## config.mk

```make
export PLATFORM = sky130hd
export DESIGN_NAME = paddle_ctrl
export DESIGN_NICKNAME = d
export VERILOG_FILES = /design/src/rtl/paddle_ctrl.sv
export SDC_FILE = /design/constraint.sdc
export NUM_CORES = 1
export LEC_CHECK = 0
export ABC_AREA = 0
export CAP_MARGIN = 20
export CORE_UTILIZATION = 24
export CTS_CLUSTER_SIZE = 20
export DETAILED_ROUTE_END_ITERATION = 6
export PLACE_DENSITY = 0.42
export REMOVE_ABC_BUFFERS = 1
export SETUP_SLACK_MARGIN = 0.02
export SLEW_MARGIN = 10
export SYNTH_ARGS = -nofsm -noshare
export SYNTH_HDL_FRONTEND = slang
export SYNTH_SLANG_ARGS = --single-unit
```

## constraint.sdc

```tcl
create_clock -name i_clk -period 4.7 [get_ports i_clk]
set_clock_uncertainty 0.1 [all_clocks]
set_input_delay 1.41 -clock i_clk [delete_from_list [all_inputs] [get_ports i_clk]]
set_output_delay 1.41 -clock i_clk [all_outputs]
set_load 0.05 [all_outputs]
```

## src/rtl/paddle_ctrl.sv

```systemverilog
// paddle_ctrl: Pong paddle with joystick/auto tracking, accelerating movement, limit clamping and a registered pixel output
module paddle_ctrl #(
  parameter logic [2:0] COLOR       = 3'b111,
  parameter int         START_X     = 5,
  parameter int         START_Y     = 100,
  parameter int         WIDTH       = 4,
  parameter int         HEIGHT      = 40,
  parameter int         LIMIT_Y_MIN = 5,
  parameter int         LIMIT_Y_MAX = 475,
  parameter int         DIV_START   = 8,
  parameter int         DIV_MIN     = 2,
  parameter int         ACCEL_STEPS = 4,
  parameter int         DEADBAND    = 4
) (
  input  logic       i_clk,
  input  logic       i_rst_n,
  input  logic       i_enable,
  input  logic       i_mode,
  input  logic       i_control_up,
  input  logic       i_control_down,
  input  logic [9:0] i_ball_y,
  input  logic [9:0] i_row,
  input  logic [9:0] i_col,
  output logic [2:0] o_rgb,
  output logic [9:0] o_pos_x,
  output logic [9:0] o_pos_y,
  output logic [7:0] o_size_x,
  output logic [7:0] o_size_y,
  output logic [7:0] o_speed,
  output logic       o_moving
);
  typedef enum logic [1:0] {IDLE, MOVE_UP, MOVE_DOWN} state_t;
  state_t      r_state;
  logic [9:0]  r_pos_y;
  logic [7:0]  r_speed;
  logic [7:0]  r_timer;
  logic [7:0]  r_step_cnt;
  logic        r_moving;
  logic [2:0]  r_rgb;
  logic [10:0] w_pos_y;
  logic [10:0] w_ball_y;
  logic [10:0] w_centre;
  logic [10:0] w_row;
  logic [10:0] w_col;
  logic        w_auto_up;
  logic        w_auto_dn;
  logic        w_req_up;
  logic        w_req_dn;
  logic        w_dir_up;
  logic        w_hold;
  logic        w_tick;
  logic        w_can_step;
  logic        w_last_step;
  logic        w_inside;
  // Widen everything to 11 bits so pos_y+HEIGHT and ball_y+DEADBAND never wrap
  assign w_pos_y     = {1'b0, r_pos_y};
  assign w_ball_y    = {1'b0, i_ball_y};
  assign w_row       = {1'b0, i_row};
  assign w_col       = {1'b0, i_col};
  assign w_centre    = w_pos_y + 11'(HEIGHT / 2);
  assign w_auto_up   = (w_ball_y + 11'(DEADBAND)) < w_centre;
  assign w_auto_dn   = w_ball_y > (w_centre + 11'(DEADBAND));
  assign w_req_up    = i_mode ? w_auto_up : (!i_control_up && i_control_down);
  assign w_req_dn    = i_mode ? w_auto_dn : (!i_control_down && i_control_up);
  assign w_dir_up    = (r_state == MOVE_UP);
  assign w_hold      = i_enable && (w_dir_up ? w_req_up : w_req_dn);
  assign w_tick      = (r_timer == r_speed - 8'd1);
  assign w_can_step  = w_dir_up ? (r_pos_y > 10'(LIMIT_Y_MIN))
                                : ((w_pos_y + 11'(HEIGHT)) < 11'(LIMIT_Y_MAX));
  assign w_last_step = (r_step_cnt == 8'(ACCEL_STEPS - 1));
  assign w_inside    = (w_col >= 11'(START_X)) && (w_col < 11'(START_X + WIDTH)) &&
                       (w_row >= w_pos_y) && (w_row < w_pos_y + 11'(HEIGHT));
  // Movement FSM: idle until a request, then step every speed clocks, accelerating after each run of ACCEL_STEPS steps
  always_ff @(posedge i_clk or negedge i_rst_n) begin
    if (!i_rst_n) begin
      r_state    <= IDLE;
      r_pos_y    <= 10'(START_Y);
      r_speed    <= 8'(DIV_START);
      r_timer    <= 8'd0;
      r_step_cnt <= 8'd0;
      r_moving   <= 1'b0;
    end else if (r_state == IDLE) begin
      r_timer    <= 8'd0;
      r_step_cnt <= 8'd0;
      r_speed    <= 8'(DIV_START);
      if (i_enable && w_req_up) begin
        r_state  <= MOVE_UP;
        r_moving <= 1'b1;
      end else if (i_enable && w_req_dn) begin
        r_state  <= MOVE_DOWN;
        r_moving <= 1'b1;
      end
    end else if (!w_hold) begin
      r_state    <= IDLE;
      r_moving   <= 1'b0;
      r_timer    <= 8'd0;
      r_step_cnt <= 8'd0;
      r_speed    <= 8'(DIV_START);
    end else if (w_tick) begin
      r_timer <= 8'd0;
      if (w_can_step) begin
        r_pos_y    <= w_dir_up ? r_pos_y - 10'd1 : r_pos_y + 10'd1;
        r_step_cnt <= w_last_step ? 8'd0 : r_step_cnt + 8'd1;
        if (w_last_step && r_speed > 8'(DIV_MIN))
          r_speed <= r_speed - 8'd1;
      end
    end else begin
      r_timer <= r_timer + 8'd1;
    end
  end
  // Pixel colour for the queried row/col against the paddle rectangle at this edge
  always_ff @(posedge i_clk or negedge i_rst_n) begin
    if (!i_rst_n) r_rgb <= 3'd0;
    else          r_rgb <= w_inside ? COLOR : 3'd0;
  end
  assign o_rgb    = r_rgb;
  assign o_pos_x  = 10'(START_X);
  assign o_pos_y  = r_pos_y;
  assign o_size_x = 8'(WIDTH);
  assign o_size_y = 8'(HEIGHT);
  assign o_speed  = r_speed;
  assign o_moving = r_moving;
endmodule

```

==> impl_metrics.tcl, run 1 <==
set metrics [dict create \
    setup_viol 0 \
    postPlaceCellArea_um2 4890 \
    syn_area_per_cell_um2 8.41 \
    netlist_instances 494 \
    antenna_found_initial 0 \
    grt_max_degree 39 \
    critPathCaptureType "flop" \
    synth_area_um2 4160 \
    port_buffers 57 \
    die_h_um 134 \
    yosysMostFrequentCell "ha_1" \
    h-tree-depth 2 \
    die_w_um 134 \
    cp_common_cell "buf_4" \
    internal-power_uw 655 \
    drt-total-wl_mm 10.4 \
    layout.nets 644 \
    relSlewSlack 0.410 \
    drtIter0Drc 193 \
    swShare 0.285 \
    placementRows 47 \
    hold_violations 0 \
    antenna_cells 0 \
    initial_core_util 0.248 \
    clk_pin_slew_ns 0.06 \
    clockBufferDepth 2 \
    required_ns 4.77 \
    critPathSlowestCell "clkdlybuf4s50_1" \
    track_usage 0.121 \
    p_clk_frac 0.418 \
    io-pin-count 84 \
    rrSetupSlack_ns 0.42 \
    yosys_register_bits 38 \
    fmax_mhz 226 \
    tightest_slew_ns 0.885 \
    vias 3581 \
    drtAntennaViolNets 0 \
    synth_edf_count 0 \
    power.total_uw 916 \
    crit_chain "clkdlybuf4s50_1, ha_1, nand3_1, nor2_1, buf_4, xor2_1, ha_1, a21oi_1, o2111ai_1, o21bai_1, o211ai_1, a311oi_2, buf_4, buf_4, a21o_2, nor2_1" \
    post-route-period-util 0.941 \
    path_class "input pin to flop" \
    start_kind "input pin" \
    crit_path_max_fanout 8 \
    crit_path_max_incr_delay_ns 0.49 \
    area_growth_pct 21.6 \
    ys_top_cells_by_area "dfrtp_1 (20%), ha_1 (17%), xnor2_1 (6.1%)" \
    drc 0 \
    cts_buffers 5 \
    rsz0062_at_grt "false" \
    fp.coreArea_um2 16800 \
    clock_latency_ns 0.28 \
    synth_top_cell_by_area "dfrtp_1" \
    grt-ovfl-total 0 \
    cts_setup_buffers 0 \
    finalMaxSlewViolations 0 \
    critical_path.top_delay_family "compound AO/OA/AOI/OAI gates" \
    first_pass_iters 6 \
    finalCriticalPeriod_ns 4.42 \
    synthArstFlopShare 1.00 \
    drive_gt1_frac 0.0832 \
    maxCapViolCount 0 \
    hp-class "flop to flop" \
    globalplace.congestion 0.758 \
    vdd_drop_max_v 0.000142 \
    switchingPower_uw 261 \
    reg2regPathDepth 15 \
    worstHoldStart "r_timer[0]" \
    netlist_top_cells_count "ha_1 (55), nor2_1 (36), nand2_1 (35)" \
    p_leak_nw 2.18 \
    ys_warn_count 0 \
    die_area_um2 17800 \
    outcome "completed" \
    cts-resized-gates 0 \
    r2r-end "r_timer[5]" \
    synth_cell_types 67 \
    combPwrFrac 0.214 \
    worstPathArrival_ns 4.49 \
    r2r-start "o_pos_y[2]" \
    grt_pass1_vias 3596 \
    cts.sinks 38 \
    seqPwrFrac 0.368 \
    whs_endpoint "r_timer[0]" \
    via_per_inst 4.63 \
    crit_buf_inv 4 \
    dp_hpwl_mm 8.29 \
    fillers 1793 \
    ys_seq_area_frac 0.230 \
    tritoncts "yes" \
    hold_depth 1 \
    holdBufCountCts 0 \
    ys.flop_type "dfrtp_1" \
    wl_per_cell_um 13.5 \
    worst_slack_ns 0.277 \
    ctsRootBufferMaster "clkbuf_16" \
    grt_pass1_wl_mm 17.8 \
    powerDensity_nw_per_um2 181 \
    final_area_um2 5050 \
    preCtsSetupSlack_ns -0.00831 \
    synth_top_cell_area_share 0.205 \
]
==> power groups by stage <==
| stage | registers, mW | clock network [mW] | logic, mW |
|---|---|---|---|
| finish | 0.337 | 0.383 | 0.196 |
| CTS | 0.337 | 0.394 | 0.198 |
| global route | 0.338 | 0.405 | 0.216 |
| floorplan | 0.351 | 0 | 0.117 |
| global placement | 0.343 | 0 | 0.195 |
| detailed placement | 0.343 | 0 | 0.197 |
==> placed cells by master (no fill, tap or decap), types with 16 or more instances in the layout <==
| cell | n |
|---|---|
| nor2_1 | 36 |
| inv_1 | 27 |
| dfrtp_1 | 34 |
| nand2_1 | 35 |
| ha_1 | 55 |
| clkdlybuf4s50_1 | 56 |
| nand3_1 | 20 |
| xor2_1 | 26 |
| a21oi_1 | 22 |
| xnor2_1 | 29 |
| o21ai_0 | 16 |
| conb_1 | 26 |
==> logic make-up (layout without fill, tap and decap cells) <==
kind of cell,count (synthesis),after routing,synth area share
xor gates and xnor gates,55,55,0.116
adders and majority gates,56,56,0.170
DFF,38,38,0.230
muxes,2,2,0.00512
AOI/OAI and AO/OA,104,104,0.175
buffers and inverters,72,107,0.0988
other,2,26,0.00181
and+or+nand+nor,165,165,0.203
==> cell type report <==
| class | count | area, µm² | share of cell area |
|---|---|---|---|
| inverters | 28 | 105 | 0.0208 |
| repair buffers | 71 | 671 | 0.133 |
| clock inverters | 3 | 40.0 | 0.00793 |
| clock buffers | 5 | 125 | 0.0248 |
| multi-input cells | 408 | 2880 | 0.570 |
| well taps | 220 | 275 | 0.0545 |
| flip-flops and latches | 38 | 956 | 0.189 |
==> stage by stage <==
stage,std cells,hold slack (ns),util,setup TNS [ns]
detailed placement,765,0.437,0.292,-0.0263
global placement,765,0.433,0.292,0
floorplan,474,0.381,-,-0.250
CTS,773,0.445,0.301,0
finish,773,0.444,0.301,0
global route,773,0.473,0.301,0
==> layer usage <==
| metal | global-route usage | vias to the layer above | wire length [µm] |
|---|---|---|---|
| met5 | 0 | - | 0 |
| met4 | 0.0227 | 0 | 78 |
| met3 | 0.0221 | 9 | 589 |
| met2 | 0.194 | 99 | 4540 |
| met1 | 0.171 | 1659 | 5190 |
| li1 | - | 1814 | - |
==> flip-flops by register name (all words and copies together) (netlist names) <==
name        count
o_speed         8
r_state         2
r_step_cnt      8
o_pos_y        10
o_moving        1
o_rgb           1
r_timer         8
==> worst max-delay path by stage <==
stage	from	endpoint	slack (ns)	depth (start not counted)
finish	i_ball_y[2]	r_timer[5]	0.28	16
detailed placement	i_ball_y[2]	r_timer[5]	-0.008	16
floorplan	o_pos_y[4]	o_pos_y[8]	-0.22	14
global placement	i_ball_y[2]	o_pos_y[9]	0.05	14
CTS	i_ball_y[2]	r_timer[7]	0.27	16
global route	i_ball_y[3]	o_pos_y[7]	0.06	15
No activity file was read; power rests on OpenSTA's default activity.
==> inputs of run 2 (changes only) <==
--- a/config.mk
+++ b/config.mk
@@ -5,13 +5,12 @@
 export SDC_FILE = /design/constraint.sdc
 export NUM_CORES = 1
 export LEC_CHECK = 0
-export ABC_AREA = 0
 export CAP_MARGIN = 20
 export CORE_UTILIZATION = 24
 export CTS_CLUSTER_SIZE = 20
 export DETAILED_ROUTE_END_ITERATION = 6
+export HOLD_SLACK_MARGIN = 0.1
 export PLACE_DENSITY = 0.42
-export REMOVE_ABC_BUFFERS = 1
 export SETUP_SLACK_MARGIN = 0.02
 export SLEW_MARGIN = 10
 export SYNTH_ARGS = -nofsm -noshare
==> run 2 against run 1 <==
Effect of this change: power grew 6.8%; combinational power is essentially flat; wire length grew 4.4%; global-route usage grew 0.36 points; design area grew 0.47%; sequential share of layout area shrank 0.089 points; largest cell class unchanged; count of clock-buffer cells in the layout is the same; clock power grew 16%; die area is the same; setup slack gained 0.028 ns; non-clock buffer count shrank 1; fmax grew 0.64%.
==> impl_metrics.tcl, run 2 (synthesized netlist as in run 1, its figures left out) <==
set metrics [dict create \
    post-route-period-util 0.935 \
    powerDensity_nw_per_um2 193 \
    antenna_found_initial 0 \
    grt_max_degree 39 \
    die_w_um 134 \
    cts_setup_buffers 0 \
    largest_register_ffs 10 \
    relSlewSlack 0.418 \
    crit_path_max_incr_delay_ns 0.51 \
    drc 0 \
    final_area_um2 5070 \
    whs_ns 0.424 \
    layout.nets 643 \
    fmax_mhz 228 \
    tightest_slew_ns 0.873 \
    whs_endpoint "r_timer[0]" \
    vdd_drop_max_v 0.000193 \
    io-pin-count 84 \
    grt_pass1_vias 3580 \
    dp_hpwl_mm 8.83 \
    crit_path_max_fanout 14 \
    die_h_um 134 \
    die_area_um2 17800 \
    drt-total-wl_mm 10.9 \
    drive_gt1_frac 0.0833 \
    finalMaxSlewViolations 0 \
    critPathCaptureType "flop" \
    path_class "input pin to flop" \
    track_usage 0.125 \
    first_pass_iters 4 \
    start_kind "input pin" \
    vias 3596 \
    outcome "completed" \
    setup_viol 0 \
    fillers 1747 \
    hold_depth 1 \
    preCtsSetupSlack_ns 0.0124 \
    tritoncts "yes" \
    hold_violations 0 \
    final_cell_mix "clkdlybuf4s50_1 (56), ha_1 (55), nand2_1 (35), nor2_1 (35), dfrtp_1 (34)" \
    clockBufferDepth 2 \
    initial_core_util 0.248 \
    crit_chain "clkdlybuf4s50_1, ha_1, nand3_1, nor2_2, and3_1, ha_1, or3b_2, nand4_1, o21bai_1, o211ai_1, a311oi_2, nand2b_1, buf_4, nand2_1, o21ai_0" \
    ctsRootBufferMaster "clkbuf_16" \
    postPlaceCellArea_um2 4880 \
    r2r-end "o_pos_y[7]" \
    p_leak_nw 2.18 \
    required_ns 4.75 \
    worst_slack_ns 0.305 \
    rrSetupSlack_ns 0.42 \
    cts.sinks 38 \
    placementRows 47 \
    grt_pass1_wl_mm 18.0 \
    wl_per_cell_um 14.1 \
    fp.coreArea_um2 16800 \
    worstPathArrival_ns 4.44 \
    clock_latency_ns 0.28 \
    cp_common_cell "ha_1" \
    area_growth_pct 22.1 \
    reg2regPathDepth 14 \
    cts_buffers 5 \
    place_inst 764 \
    hp-class "flop to flop" \
    h-tree-depth 2 \
    maxCapViolCount 0 \
    worstHoldStart "r_timer[0]" \
    critPathSlowestCell "clkdlybuf4s50_1" \
    mostFrequentLayoutCell "clkdlybuf4s50_1" \
    port_buffers 57 \
    rsz0062_at_grt "false" \
    antenna_cells 0 \
    via_per_inst 4.66 \
    fin_setup_tns_ns 0 \
    drtIter0Drc 128 \
    grt-ovfl-total 0 \
    drtAntennaViolNets 0 \
    finalCriticalPeriod_ns 4.40 \
    r2r-start "o_pos_y[2]" \
    globalplace.congestion 0.862 \
    fin_cells 772 \
    clk_pin_slew_ns 0.06 \
]
## run 2: cell count changes in the layout (fill, tap and decap cells not counted)
| cell | change |
|---|---|
| nor2_2 | +1 |
| nor2_1 | -1 |
| bufinv_16 | +1 |
| clkinv_4 | +1 |
| buf_4 | -1 |
| clkinv_2 | -2 |
## run 2: per-layer routing
metal,GRT usage,up-vias,part of all wire
li1,-,1816,-
met1,0.164,1709,0.47
met2,0.213,60,0.49
met3,0.0164,11,0.027
met4,0.0354,0,0.015
met5,0,-,0
## run 2: layout make-up
cell class,count,area (µm²),share of cell area
well taps,220,275,0.0542
clock inverters,3,68.8,0.0136
repair buffers,70,663,0.131
multi-input cells,408,2880,0.568
clock buffers,5,125,0.0247
flip-flops and latches,38,956,0.188
inverters,28,105,0.0207
## run 2: how the worst max path moves through the flow
stage,from,to,slack (ns),cells after the start
6_report,i_ball_y[2],o_pos_y[3],0.30,15
5_1_grt,i_ball_y[2],o_pos_y[2],0.05,14
4_1_cts,i_ball_y[2],o_pos_y[3],0.27,15
3_5_place_dp,i_ball_y[2],o_pos_y[3],0.01,15
3_3_place_gp,i_ball_y[2],o_pos_y[4],0.09,15
2_1_floorplan,o_pos_y[4],o_pos_y[8],0.24,16
## run 2: power by group
| part | internal, mW | switching (mW) |
|---|---|---|
| sequential | 0.331 | 0.00521 |
| combinational | 0.0738 | 0.124 |
| clock | 0.305 | 0.139 |
| total | 0.710 | 0.268 |
## run 2: critical path, delay by kind of cell
kind	cells	cell delay, ns
AOI/OAI and AO/OA	4	0.52
adders and majority gates	2	0.44
buffers and inverters	2	0.71
and+or+nand+nor	7	1.35
## run 2: per-stage QoR
step,power (mW),utilization
final,0.978,0.303
after global routing,1.03,0.303
after floorplan,0.485,-
after CTS,0.990,0.303
after global placement,0.540,0.291
after detailed placement,0.541,0.291
## run 2: timing repair
item                                    CTS  global route
hold buffers                              0             0
endpoints found under the setup margin    0             1
gates resized for setup                   0             1
